--- config.mk ---
export PLATFORM = sky130hd
export DESIGN_NAME = mitch_mac_acc
export DESIGN_NICKNAME = d
export VERILOG_FILES = /design/src/rtl/mitch_mac_acc.sv
export SDC_FILE = /design/constraint.sdc
export NUM_CORES = 1
export LEC_CHECK = 0
export BUFFER_PORTS_ARGS = -buffer_cell sky130_fd_sc_hd__buf_2
export CORE_UTILIZATION = 40
export DETAILED_ROUTE_END_ITERATION = 12
export HOLD_SLACK_MARGIN = 0.05
export PLACE_DENSITY_LB_ADDON = 0.05
export REMOVE_ABC_BUFFERS = 1
export SYNTH_ARGS = -nofsm -noshare
export SYNTH_HDL_FRONTEND = slang
export SYNTH_SLANG_ARGS = --single-unit
--- constraint.sdc ---
create_clock -name clk -period 5.8 [get_ports clk]
set_input_delay 0.29 -clock clk [delete_from_list [all_inputs] [get_ports clk]]
set_output_delay 0.29 -clock clk [all_outputs]
set_load 0.05 [all_outputs]
--- src/rtl/mitch_mac_acc.sv ---
// Saturating dot-product accumulator for a 16x16 log multiplier.
// Sums one product per beat and hands out one result per frame.
module mitch_mac_acc #(
    parameter int LEN   = 16,
    parameter int ACC_W = 40
) (
    input  logic             clk,
    input  logic             rst_n,
    input  logic             in_valid,
    output logic             in_ready,
    input  logic [31:0]      in_p,
    input  logic             in_neg,
    input  logic             in_last,
    output logic             out_valid,
    input  logic             out_ready,
    output logic [ACC_W-1:0] out_acc,
    output logic             out_sat,
    output logic [8:0]       out_cnt
);

    typedef enum logic {ST_ACC, ST_HOLD} state_e;

    localparam logic [ACC_W-1:0] MAXV = {1'b0, {(ACC_W-1){1'b1}}};
    localparam logic [ACC_W-1:0] MINV = {1'b1, {(ACC_W-1){1'b0}}};

    state_e           state_q;
    logic [ACC_W-1:0] acc_q;
    logic [ACC_W-1:0] acc_d;
    logic [8:0]       cnt_q;
    logic [8:0]       cnt_d;
    logic             sat_q;
    logic             sat_d;
    logic [ACC_W-1:0] out_acc_q;
    logic             out_sat_q;
    logic [8:0]       out_cnt_q;

    logic [ACC_W:0]   term;
    logic [ACC_W:0]   sum;
    logic             clamp;
    logic             close;

    // One's-complement negatives need +1; a negative zero stays zero.
    assign term = {{(ACC_W+1-32){in_p[31]}}, in_p}
                + {{ACC_W{1'b0}}, (in_neg && (in_p != 32'd0))};
    assign sum  = {acc_q[ACC_W-1], acc_q} + term;

    always_comb begin
        clamp = sum[ACC_W] ^ sum[ACC_W-1];
        acc_d = sum[ACC_W-1:0];
        if (clamp) begin
            acc_d = sum[ACC_W] ? MINV : MAXV;
        end
    end

    assign cnt_d = cnt_q + 9'd1;
    assign sat_d = sat_q | clamp;
    assign close = in_last || (cnt_d == 9'(LEN));

    assign in_ready  = (state_q == ST_ACC);
    assign out_valid = (state_q == ST_HOLD);
    assign out_acc   = out_acc_q;
    assign out_sat   = out_sat_q;
    assign out_cnt   = out_cnt_q;

    always_ff @(posedge clk or negedge rst_n) begin
        if (!rst_n) begin
            state_q   <= ST_ACC;
            acc_q     <= '0;
            cnt_q     <= '0;
            sat_q     <= 1'b0;
            out_acc_q <= '0;
            out_sat_q <= 1'b0;
            out_cnt_q <= '0;
        end else begin
            unique case (state_q)
                ST_ACC: begin
                    if (in_valid) begin
                        acc_q <= acc_d;
                        cnt_q <= cnt_d;
                        sat_q <= sat_d;
                        if (close) begin
                            state_q   <= ST_HOLD;
                            out_acc_q <= acc_d;
                            out_sat_q <= sat_d;
                            out_cnt_q <= cnt_d;
                        end
                    end
                end
                ST_HOLD: begin
                    if (out_ready) begin
                        state_q <= ST_ACC;
                        acc_q   <= '0;
                        cnt_q   <= '0;
                        sat_q   <= 1'b0;
                    end
                end
                default: state_q <= ST_ACC;
            endcase
        end
    end

endmodule
==> impl_metrics.sql <==
INSERT INTO impl_metrics (metric_group, metric, value, unit) VALUES
('global_route', 'grt_antenna_before_repair', '0', ''),
('worst_setup_path', 'r2r_cells', '10', ''),
('layout', 'finalNetCount', '902', ''),
('timing', 'final_min_period_over_clock_period', '81.8', '%'),
('worst_setup_path', 'crit_path_max_fanout', '18', ''),
('logic_synthesis', 'synth_ff_type', 'dfrtp_1', ''),
('cts', 'clockRootBuffer', 'clkbuf_16', ''),
('layout', 'antenna_cells', '0', ''),
('detailed_routing', 'antenna_violating_nets_post_route', '0', ''),
('die', 'die_area', '17400', 'µm²'),
('worst_hold_path', 'hold_depth', '2', ''),
('global_route', 'grt_max_degree', '63', ''),
('global_route', 'met2_use_gr', '38.0', '%'),
('cts', 'clk-insertion-delay-late', '0.36', 'ns'),
('die', 'initial_core_util', '40.7', '%'),
('timing', 'final.setup.tns', '0', 'ns'),
('global_route', 'grt_first_pass_wirelength', '33.2', 'mm'),
('layout', 'final_design_area_excluding_fillers', '7610', 'µm²'),
('timing', 'timing_worst_slew_pin_value', '1.04', 'ns'),
('timing', 'highest_achievable_clock_rate', '0.211', 'GHz'),
('placement', 'dp.cells', '1029', ''),
('worst_setup_path', 'worstReg2RegStart', 'acc_q[17]', ''),
('detailed_routing', 'detail_route.iter0.violations', '432', ''),
('timing', 'total_of_endpoints_with_negative_setup_slack_in_the_final_report', '0', ''),
('run', 'max-cap-violations', '0', ''),
('cts', 'cts_hold_buffers', '1', ''),
('logic_synthesis', 'top_cells_by_area_synth', 'dfrtp_1, ha_1, nand2_1, o21ai_0, a21oi_1', ''),
('logic_synthesis', 'proportion_of_netlist_area_held_by_the_largest_area_contributor', '37.5', '%'),
('logic_synthesis', 'synthDominantAreaCellType', 'dfrtp_1', ''),
('worst_setup_path', 'critPathKind', 'input pin to register', ''),
('cts', 'cts.sinks', '101', ''),
('detailed_routing', 'route.final.wire_length', '20.8', 'mm'),
('placement', 'numPortBuffers', '89', ''),
('worst_setup_path', 'end_kind', 'register', ''),
('logic_synthesis', 'ys_types', '70', ''),
('detailed_routing', 'drc', '0', ''),
('logic_synthesis', 'yosysSeqAreaShare', '37.5', '%'),
('timing', 'finalClockSkew', '0.00753', 'ns'),
('timing', 'max-slew-margin-rel', '28.7', '%'),
('layout', 'multi_input_area', '3980', 'µm²'),
('worst_setup_path', 'setup_slack_reg_to_reg', '1.60', 'ns'),
('cts', 'post_cts_buffers', '0', ''),
('pwr', 'leakagePower', '0.00345', 'µW'),
('cts', 'ctsLongestPathBuffers', '2', ''),
('worst_hold_path', 'min_to', 'out_valid', ''),
('placement', 'post-dp-hpwl', '15.2', 'mm'),
('status', 'status', 'complete, no violations', ''),
('logic_synthesis', 'synthTopCellsByCount', 'nand2_1, dfrtp_1, o21ai_0', ''),
('logic_synthesis', 'ys_seq_elements', '101', ''),
('die', 'design.portCount', '90', ''),
('logic_synthesis', 'syn_warnings', '0', ''),
('worst_setup_path', 'worstPathArrival', '4.98', 'ns'),
('cts', 'cts_htree_levels', '3', ''),
('timing', 'rsz0062_at_grt', 'false', ''),
('detailed_routing', 'drt_first_pass_iters', '6', ''),
('timing', 'report.final.slew_viol_count', '0', ''),
('worst_setup_path', 'worst_ep_required_time', '6.04', 'ns'),
('global_route', 'via_count_of_the_first_global_routing_pass', '5959', ''),
('worst_hold_path', 'hold_path_startpoint', 'out_ready', ''),
('layout', 'layout.filler_cells', '1625', ''),
('global_route', 'met1_usage', '34.7', '%'),
('die', 'area_of_the_core', '16500', 'µm²'),
('logic_synthesis', 'post_synth_instance_area', '6730', 'µm²'),
('layout', 'syn_to_final_growth', '13.1', '%'),
('die', 'num_rows', '47', ''),
('worst_setup_path', 'cp-start-kind', 'input pin', ''),
('detailed_routing', 'wl_per_cell', '19.9', 'µm'),
('global_route', 'grt_remaining_overflow', '0', ''),
('logic_synthesis', 'post_syn_area_per_cell', '8.84', 'µm²'),
('worst_hold_path', 'worstHoldPathType', 'input pin to register', ''),
('detailed_routing', 'viasPerCell', '5.82', '');
==> area by class of cell <==
type / count / share of cell area (%)
clock buffers: 9 / 2.96
clock inverters: 6 / 0.937
inverters: 11 / 0.542
multi-input cells: 603 / 52.2
flip-flops and latches: 101 / 33.2
well taps: 220 / 3.62
repair buffers: 95 / 6.51
==> how the worst max path moves through the flow <==
stage / start / endpoint / slack, ns
6_report: in_p[17] / out_acc[35] / 1.06
4_1_cts: in_p[17] / out_acc[35] / 1.18
3_5_place_dp: in_p[17] / out_acc[35] / 0.84
5_1_grt: in_p[16] / out_acc[35] / 0.67
3_3_place_gp: in_p[31] / out_acc[35] / 0.96
2_1_floorplan: in_p[25] / acc_q[33] / 2.20
==> report_power, final <==
part | internal [µW] | total, µW | switching [µW]
Sequential | 998 | 1180 | 185
Clock | 337 | 632 | 296
Combinational | 1080 | 3220 | 2150
Total | 2410 | 5040 | 2630
==> cell families (layout without fill, tap and decap cells) <==
| logic type | Yosys count | count (layout) | synth area share [%] |
|---|---|---|---|
| AOI/OAI and AO/OA | 246 | 246 | 23.6 |
| and+or+nand+nor | 244 | 244 | 16.9 |
| xor gates and xnor gates | 37 | 37 | 4.81 |
| adders and majority gates | 58 | 58 | 10.5 |
| DFF | 101 | 101 | 37.5 |
| muxes | 18 | 18 | 2.97 |
| buffers and inverters | 58 | 121 | 3.70 |
==> critical path, cell delays in order <==
cell      delay, ns
buf_2          0.11
nor4_1         0.65
nand4_1        0.27
o21a_1         0.27
fa_1           0.38
inv_1          0.09
fa_1           0.18
nand2b_1       0.15
a21oi_1        0.11
o311ai_1       0.47
a21oi_1        0.15
a211oi_2       0.31
o22ai_2        0.37
nor2_2         0.60
o21ai_0        0.27
mux2_2         0.32
==> flip-flops by register name (all words and copies together), names as in the netlist <==
signal,cells
sat_q,1
out_cnt,9
cnt_q,9
acc_q,40
out_acc,40
out_valid,1
out_sat,1
==> metal layers <==
layer / share of wire, % / vias to the layer above
met5: 0 / -
met4: 2.6 / 0
met3: 5.1 / 28
met2: 45 / 185
met1: 48 / 2970
li1: - / 2900
==> layout by cell type, fill, tap and decap left out, types with 6 or more instances in the layout <==
cell type	n
nand2_1	104
o21ai_1	17
maj3_1	14
dfrtp_1	101
nand2b_1	9
buf_4	6
xor2_1	10
o31ai_1	7
nor3_1	9
nand4_1	16
nor4_1	10
o21ai_0	69
mux2_2	16
a22o_1	27
xnor2_1	27
inv_1	11
a21oi_1	55
nor2_1	45
and3_1	7
a21o_1	12
o21bai_1	7
buf_2	88
clkbuf_16	9
o21a_1	8
nand3_1	19
ha_1	41
==> metrics by stage <==
| stage | hold WS, ns | total power, µW |
|---|---|---|
| finish | 0.173 | 5040 |
| global route | 0.192 | 5390 |
| CTS | 0.164 | 5040 |
| detailed placement | 0.324 | 4390 |
| global placement | 0.320 | 4380 |
| floorplan | -0.00559 | 3510 |
No activity file was read; power rests on OpenSTA's default activity.
